$ cat src/rtl/pixel_pkg.sv
// Shared definitions for the pixel processing pipeline.
// Holds the pixel width, the frame-writer state encoding, the pixel-operation
// select codes used by the processing stage, and a lane-index width helper.
package pixel_pkg;

   localparam int unsigned PIX_W = 8;

   typedef enum logic [1:0] {
      IDLE  = 2'b00,
      FILL  = 2'b01,
      FLUSH = 2'b10,
      DONE  = 2'b11
   } state_e;

   typedef enum logic [1:0] {
      OP_BRIGHTEN  = 2'b00,
      OP_DARKEN    = 2'b01,
      OP_THRESHOLD = 2'b10,
      OP_INVERT    = 2'b11
   } pix_op_e;

   // A single-lane packer still needs a 1-bit index to keep port widths legal.
   function automatic int unsigned lane_width(input int unsigned pack);
      return (pack > 1) ? $clog2(pack) : 1;
   endfunction

endpackage

$ cat src/rtl/pixel_packer.sv
// Lane register file for the frame writer.
// Stores one pixel per load into the current lane (lane 0 = bits [0:7]) and
// advances the lane index; the index parks on the last lane until rewound so
// the packed word stays stable while the memory write is pending.
module pixel_packer
   import pixel_pkg::*;
#(
   parameter int unsigned PACK = 4
) (
   input  logic                    clk,
   input  logic                    rst,
   input  logic                    clr,
   input  logic                    load,
   input  logic                    rewind,
   input  logic [0:PIX_W-1]        pix,
   output logic                    last,
   output logic [0:PIX_W*PACK-1]   word
);

   localparam int unsigned LANE_W = lane_width(PACK);
   localparam logic [LANE_W-1:0] LANE_LAST = LANE_W'(PACK - 1);

   logic [0:PIX_W*PACK-1] word_q;
   logic [LANE_W-1:0]     lane_q;

   // Lane storage and lane index; clear wipes both, rewind only resets the index.
   always_ff @(posedge clk) begin
      if (rst || clr) begin
         word_q <= '0;
         lane_q <= '0;
      end else begin
         if (load) begin
            word_q[int'(lane_q) * PIX_W +: PIX_W] <= pix;
            if (lane_q != LANE_LAST) begin
               lane_q <= lane_q + LANE_W'(1);
            end
         end
         if (rewind) begin
            lane_q <= '0;
         end
      end
   end

   assign last = (lane_q == LANE_LAST);
   assign word = word_q;

endmodule

$ cat src/rtl/pixel_frame_writer.sv
// Frame writer: sink of the pixel stream. Packs PACK pixels per memory word,
// writes words sequentially from address 0, tracks row/column of the next
// pixel and pulses frame_done after the last word of the frame is accepted.
// Optional running checksum of accepted pixels: define PIXEL_WRITER_CHECKSUM_EN.
module pixel_frame_writer
   import pixel_pkg::*;
#(
   parameter int unsigned IMG_WIDTH  = 256,
   parameter int unsigned IMG_HEIGHT = 256,
   parameter int unsigned PACK       = 4,
   parameter int unsigned ADDR_W     = 16
) (
   input  logic                    clk,
   input  logic                    rst,
   input  logic                    start,
   input  logic [0:PIX_W-1]        pix_in,
   input  logic                    pix_valid,
   output logic                    pix_ready,
   output logic [ADDR_W-1:0]       mem_addr,
   output logic [0:PIX_W*PACK-1]   mem_wdata,
   output logic                    mem_we,
   input  logic                    mem_ready,
   output logic [15:0]             row,
   output logic [15:0]             col,
   output logic                    busy,
   output logic                    frame_done,
   output logic                    drop_err,
   output logic [0:15]             checksum
);

   localparam int unsigned TOTAL_WORDS = IMG_WIDTH * IMG_HEIGHT / PACK;
   localparam logic [ADDR_W-1:0] LAST_ADDR = ADDR_W'(TOTAL_WORDS - 1);
   localparam logic [15:0]       COL_LAST  = 16'(IMG_WIDTH - 1);

   state_e            state_q, state_d;
   logic [ADDR_W-1:0] addr_q;
   logic [15:0]       row_q, col_q;
   logic              drop_q;
   logic              accept;
   logic              start_frame;
   logic              word_written;
   logic              lane_last;

   // A frame only starts from IDLE; start while busy is ignored.
   assign start_frame  = (state_q == IDLE) && start;
   assign accept       = (state_q == FILL) && pix_valid;
   assign word_written = (state_q == FLUSH) && mem_ready;

   // State register.
   always_ff @(posedge clk) begin
      if (rst) begin
         state_q <= IDLE;
      end else begin
         state_q <= state_d;
      end
   end

   // Next-state and Moore outputs.
   always_comb begin
      state_d    = state_q;
      pix_ready  = 1'b0;
      mem_we     = 1'b0;
      busy       = 1'b0;
      frame_done = 1'b0;
      case (state_q)
         IDLE: begin
            if (start) begin
               state_d = FILL;
            end
         end
         FILL: begin
            pix_ready = 1'b1;
            busy      = 1'b1;
            if (pix_valid && lane_last) begin
               state_d = FLUSH;
            end
         end
         FLUSH: begin
            mem_we = 1'b1;
            busy   = 1'b1;
            if (mem_ready) begin
               state_d = (addr_q == LAST_ADDR) ? DONE : FILL;
            end
         end
         DONE: begin
            frame_done = 1'b1;
            state_d    = IDLE;
         end
         default: state_d = IDLE;
      endcase
   end

   // Address, position and drop tracking.
   always_ff @(posedge clk) begin
      if (rst) begin
         addr_q <= '0;
         row_q  <= '0;
         col_q  <= '0;
         drop_q <= 1'b0;
      end else if (start_frame) begin
         addr_q <= '0;
         row_q  <= '0;
         col_q  <= '0;
         drop_q <= 1'b0;
      end else begin
         if ((state_q == IDLE) && pix_valid) begin
            drop_q <= 1'b1;
         end
         if (accept) begin
            if (col_q == COL_LAST) begin
               col_q <= '0;
               row_q <= row_q + 16'd1;
            end else begin
               col_q <= col_q + 16'd1;
            end
         end
         if (word_written) begin
            addr_q <= addr_q + ADDR_W'(1);
         end
      end
   end

   pixel_packer #(
      .PACK (PACK)
   ) u_packer (
      .clk    (clk),
      .rst    (rst),
      .clr    (start_frame),
      .load   (accept),
      .rewind (word_written),
      .pix    (pix_in),
      .last   (lane_last),
      .word   (mem_wdata)
   );

   assign mem_addr = addr_q;
   assign row      = row_q;
   assign col      = col_q;
   assign drop_err = drop_q;

`ifdef PIXEL_WRITER_CHECKSUM_EN
   logic [15:0] sum_q;

   // Running sum of accepted pixels, modulo 2^16.
   always_ff @(posedge clk) begin
      if (rst || start_frame) begin
         sum_q <= '0;
      end else if (accept) begin
         sum_q <= sum_q + {8'h00, pix_in};
      end
   end

   assign checksum = sum_q;
`else
   assign checksum = '0;
`endif

endmodule

$ cat config.mk
export PLATFORM = sky130hd
export DESIGN_NAME = pixel_frame_writer
export DESIGN_NICKNAME = d
export VERILOG_FILES = /design/src/rtl/pixel_pkg.sv /design/src/rtl/pixel_packer.sv /design/src/rtl/pixel_frame_writer.sv
export SDC_FILE = /design/constraint.sdc
export NUM_CORES = 1
export LEC_CHECK = 0
export BUFFER_PORTS_ARGS = -buffer_cell sky130_fd_sc_hd__clkbuf_2
export CAP_MARGIN = 10
export CELL_PAD_IN_SITES_DETAIL_PLACEMENT = 0
export CELL_PAD_IN_SITES_GLOBAL_PLACEMENT = 1
export CORE_ASPECT_RATIO = 0.5
export CORE_MARGIN = 1
export CORE_UTILIZATION = 43
export CTS_BUF_LIST = sky130_fd_sc_hd__clkbuf_4 sky130_fd_sc_hd__clkbuf_8
export DETAILED_ROUTE_END_ITERATION = 7
export HOLD_SLACK_MARGIN = 0.12
export PLACE_DENSITY = 0.91
export SLEW_MARGIN = 20
export SYNTH_ARGS = -nofsm -noshare
export SYNTH_HDL_FRONTEND = slang
export SYNTH_HIERARCHICAL = 1
export SYNTH_SLANG_ARGS = --single-unit
$ cat constraint.sdc
create_clock -name clk -period 3.97 [get_ports clk]
set_input_delay 0.794 -clock clk [delete_from_list [all_inputs] [get_ports clk]]
set_output_delay 0.794 -clock clk [all_outputs]
set_load 0.03 [all_outputs]
## Word level (Yosys, flattened, before mapping)

Index checks and enable logic that the tools add are counted.

- Flip-flop bits (word level): 85
- Input port bits: 13
- Output and inout port bits: 101
- Logic and storage cells: 49

- $add $sub $neg: 5
- Equal/unequal tests: 10
- Shifts and indexed selects: 2
- Multiplexer cells: 11
- Bitwise gates (word level): 1
- Reduce and logical (&&, ||, !) cells: 13

Operators by type and width:

| operator | count |
|---|---|
| adder 16 x 1 -> 16 bit (second input constant) | 3 |
| negator 33 -> 34 bit | 1 |
| variable shift 33 x 34 -> 32 bit (first input constant) | 1 |
| indexed part select 33 x 34 -> 32 bit | 1 |
| inverter 5 -> 33 bit | 1 |
| bitwise mux 32 bit | 1 |
| equality test 16 x 14 -> 1 bit (second input constant) | 1 |
| equality test 16 x 8 -> 1 bit (second input constant) | 1 |
| 2-to-1 mux 16 bit | 1 |
| 2-to-1 mux 2 bit | 4 |
| one-hot mux 2 bit (4 select lines) | 1 |
| equality test 2 bit (second input constant) | 3 |
| != test 2 bit (second input constant) | 3 |
| OR reduction 2 bit | 3 |
| logical AND 1 bit | 5 |
| 2-to-1 mux 1 bit | 4 |
| AND reduction 2 bit | 2 |
| AND reduction 3 bit | 1 |
| adder 2 x 1 -> 2 bit (second input constant) | 1 |
| equality test 2 x 1 -> 1 bit (second input constant) | 1 |
| logical NOT 2 bit | 1 |
| != test 2 x 1 -> 1 bit (second input constant) | 1 |
| logical OR 1 bit | 1 |

## Logic depth before layout (Yosys ltp)

- Depth after elaboration: 4
- Gate-level depth with buffers: 9
- Mapped depth without buffers: 7

## Hierarchy

Netlist, hierarchy kept.

By module, submodules not included:

| module | instances | cells an instance | area each (um2) | seq. area each (um2) |
|---|---|---|---|---|
| pixel_frame_writer | 1 | 316 | 2,653.8 | 1,021.0 |
| pixel_packer | 1 | 96 | 1,276.2 | 680.7 |

## Worst setup path before layout

Ideal clock, no wire load.

- Path type: reg2reg
- From: register state_q[1]
- To: register row_q[7], in the netlist row[7]
- Library setup time: 0.132 ns
- Arrival: 2.136 ns
- Required time: 3.838 ns
- Path slack: 1.702 ns
- Stages on the path, launching flop included: 9
- Buffers on the path: 2
- Period minus slack after synthesis: 2.268 ns
- Cells stage by stage: dfxtp_1 -> inv_1 -> ha_1 -> nand2_1 -> or3_1 -> clkbuf_1 -> clkbuf_1 -> o41ai_1 -> a21oi_1

- Longest elaborated chain between the ends: 3
- Elaborated cells between the ends (all ways): 6
- Classes of those cells: eq/ne (1); reduce/logical (5)

RTL lines:

| what | line | text |
|---|---|---|
| start: declaration | pixel_frame_writer.sv:35 | `state_e state_q, state_d;` |
| start signal: assignment | pixel_frame_writer.sv:54 | `state_q <= state_d;` |
| equality test 2 x 1 -> 1 bit or logical NOT 2 bit (tied branches) | pixel_frame_writer.sv:46, pixel_frame_writer.sv:45 |  |
| logical AND 1 bit, on equally long branches | pixel_frame_writer.sv:46, pixel_frame_writer.sv:45 |  |
| AND reduction 2 bit (no line) or OR reduction 2 bit (tied branches) | -- |  |
| end signal: assignment | pixel_frame_writer.sv:112 | `row_q <= row_q + 16'd1;` |
| end: declaration | pixel_frame_writer.sv:37 | `logic [15:0] row_q, col_q;` |

Several ways; a longest one is shown, not always the timed one.
A chain may end at the register's enable or synchronous reset.

## Worst setup path in the final report

- From: register state_q[1]
- To: register row_q[3], in the netlist row[3]

Same word-level chain as after synthesis.

==> results.txt <==
The number of global-route vias before repair came out at 2986. The required arrival time at the worst endpoint is 4.26 ns. In this run the clock root is driven by a clkbuf_8. The total CTS buffers came out at 9.

The static power due to leakage came out at 1.84 nW. The yosys synthesis warning count came out at 6. In this run the horizontal extent of the chip is 137 um.

The clock latency on the worst-skew pair is 0.37 ns. The worst min-delay path category is flop to flop. The clock transition at the registers of the reported paths is 0.10 ns.

The register-to-register setup slack came out at 1.43 ns. Setup repair after global routing left no endpoint under its margin. The routed length per placed instance came out at 14.2 um. The synthesized area divided by synthesized cell count came out at 9.54 um2. Data on the critical path arrives at its endpoint at 2.83 ns. The detailed-route DRC error count came out at 0. The number of hold buffers added after CTS was 0. The worst-path maximum fanout came out at 19. The relative slew slack is 0.439. The final max-slew violation count is 0. The count of buffers added by post-CTS timing repair for setup is 0. The smallest clock period supported by the final layout is computed as 2.54 ns. The beginning of the worst register-to-register path is state_q[1]. The part of the cycle the worst path needs came out at 0.641.

The via total after detailed routing came out at 3441. Counting cells, the worst reg-to-reg path comes to 6. By area the synthesized netlist is led by dfxtp_1, a32o_1, ha_1.

The full die area is 9550 um2. The overall track demand over capacity in global routing is 0.193. Setup violations remaining at the end of the flow were counted as 0.

The total of fill cells in the finished design came out at 822. In the layout the commonest cells are clkbuf_2, dfxtp_1, nor2_1. Summed over all nets, the half-perimeter wirelength after detailed placement is 6330 um.

The number of gates resized after cts is 0. Measured along the y axis, the die boundary spans 69.6 um. The TritonCTS sink count came out at 85. The most common library cell in the layout ignoring fill and taps is clkbuf_2. In the final layout, the share of cells above drive strength 1 is 0.268. The most critical setup path has its startpoint at state_q[1]. The number of buffers between clock root and the deepest sink came out at 2. The count of endpoints failing hold in the final timing report is 0. The largest total area in the synthesized netlist belongs to dfxtp_1. At the end of the flow, the number of nets in the layout was 528. The routed design has 8910 um of wire. The placed instances occupy a cell area of 4420 um2.

Following the worst setup path forward leads to its endpoint at row[3]. The starting density of the core came out at 0.447. The number of I/O pins is 114.

The worst setup path is launched from a flop. Global routing finished with a remaining overflow of 0. The portion of the post-synthesis area used by sequential elements is 0.433.

The H-tree was split into 3 levels. The endpoint identified for the worst register-to-register timing path is row[3]. Using the TritonRoute via totals, the vias-per-cell ratio works out to 5.51. The setup path with the least slack is of type flop to flop. The highest clock frequency the design can meet is 393 MHz. IR analysis of the VDD net gives a maximum drop of 0.252 mV. Relative to the synthesized area, the layout overhead comes to 17.6%. The type of destination of the critical path is a flop. The final total negative setup slack came out at 0 ns. Synthesis produced 412 cells. The area share of the largest cell type after synthesis is 0.433. TritonCTS built the clock tree.

The maximum number of pins on one net before global-route repair is 34. The flow ran to the end, and the final reports show no timing, DRC or antenna violations. The count of cell types in the netlist is 50. The synthesized cell area came out at 3930 um2.

The last weighted congestion value of the routability-driven placer came out at 0.808. The number of antenna diodes came out at 0. The residual antenna-violating net count after detailed routing came out at 0.

In this run the core area contains 24 standard-cell rows. The power density over the cells is 411 nW/um2. The post-route cell area is 4620 um2.

The number of optimization iterations in the first detailed-route pass is 4. The first routing iteration left 254 violations. The clock arrives with 0.0115 ns of skew. During placement, the flow inserted port buffers numbering 97. The worst-margin pin slew is 0.834 ns. Max-cap violations in this run came to 0. The synthesis-stage register bit count came out at 85. The total core area came out at 8800 um2. The global-route wire length before repair came out at 14600 um. The initial antenna violation count came out at 0.
[sequential cells by signal, indices dropped and copies added (netlist names)]
name,flops
col,16
drop_err,1
mem_addr,16
row,16
state_q,2
u_packer/lane_q,2
u_packer/word,32
[layer usage]
metal / vias up / global-route usage / share of wire
met4: 0 / 0.0549 / 0.012
met2: 104 / 0.294 / 0.45
li1: 1693 / - / -
met3: 12 / 0.0665 / 0.072
met1: 1632 / 0.258 / 0.47
met5: - / 0 / 0
[cells in the mapped netlist (all sizes together)]
| master | number |
|---|---|
| dfxtp | 85 |
| a32o | 32 |
| nor2 | 32 |
| a21oi | 31 |
| nand2 | 24 |
| buf | 21 |
| or4 | 18 |
| nand4 | 17 |
| nand3 | 14 |
| clkbuf | 13 |
| xor2 | 13 |
| ha | 12 |
| inv | 12 |
| or3 | 11 |
| nor3 | 10 |
| o21ai | 10 |
| o31ai | 10 |
| xnor2 | 9 |
| and3 | 5 |
| and4 | 5 |
| and2 | 4 |
| mux2i | 4 |
| or2 | 4 |
| nor4 | 3 |
| a211oi | 1 |
| a221oi | 1 |
| a31o | 1 |
| a31oi | 1 |
| a41o | 1 |
| and2b | 1 |
| conb | 1 |
| nand2b | 1 |
| nand4b | 1 |
| nor2b | 1 |
| nor3b | 1 |
| o211a | 1 |
| o41ai | 1 |
[worst max-delay path, cell delays in order (launching register included)]
cell	delay, ns
dfxtp_1	0.36
inv_1	0.12
ha_1	0.28
nand2_1	0.29
or3_1	0.69
or4_1	0.58
a21oi_1	0.15
[worst min-delay path by stage]
stage,start,endpoint,cells after the start
floorplan,state_q[0],state_q[0],2
global placement,u_packer/word[17],u_packer/word[17],1
detailed placement,u_packer/word[3],u_packer/word[3],1
CTS,u_packer/word[3],u_packer/word[3],1
global route,u_packer/word[13],u_packer/word[13],1
finish,u_packer/word[3],u_packer/word[3],1
[logic make-up after synthesis]
logic type,after synthesis,synth area share
compound gates,90,0.180
mux,4,0.0102
other cells,1,0.000954
fa+ha+maj,12,0.0382
flops,85,0.433
buf+inv,46,0.0662
simple gates,152,0.222
xor+xnor,22,0.0490
[layout make-up]
cell class	instances	area (um2)	area share
sequential	85	1700	0.368
tap	117	146	0.0317
inverter	12	47.5	0.0103
timing repair buffer	99	500	0.108
clock buffer	9	124	0.0268
clock inverter	7	73.8	0.0160
multi-input combinational	296	2030	0.439
[metrics by stage]
| step | hold slack (ns) | util | total power [mW] | worst slack (ns) | std cells |
|---|---|---|---|---|---|
| final | 0.473 | 0.525 | 1.90 | 1.43 | 625 |
| after global routing | 0.498 | 0.525 | 2.00 | 1.22 | 625 |
| after CTS | 0.476 | 0.525 | 1.92 | 1.43 | 625 |
| after detailed placement | 0.453 | 0.503 | 1.31 | 1.33 | 609 |
| after global placement | 0.447 | 0.503 | 1.31 | 1.37 | 609 |
| after floorplan | 0.505 | - | 1.25 | 1.70 | 427 |
[report_power, final]
| group | total [mW] | switching (mW) | internal, mW | leakage [nW] |
|---|---|---|---|---|
| sequential | 0.902 | 0.0255 | 0.876 | 0.685 |
| clock | 0.608 | 0.359 | 0.249 | 0.101 |
| combinational | 0.391 | 0.286 | 0.105 | 1.05 |
| total | 1.90 | 0.670 | 1.23 | 1.84 |
Power figures use the tool's default switching activity.
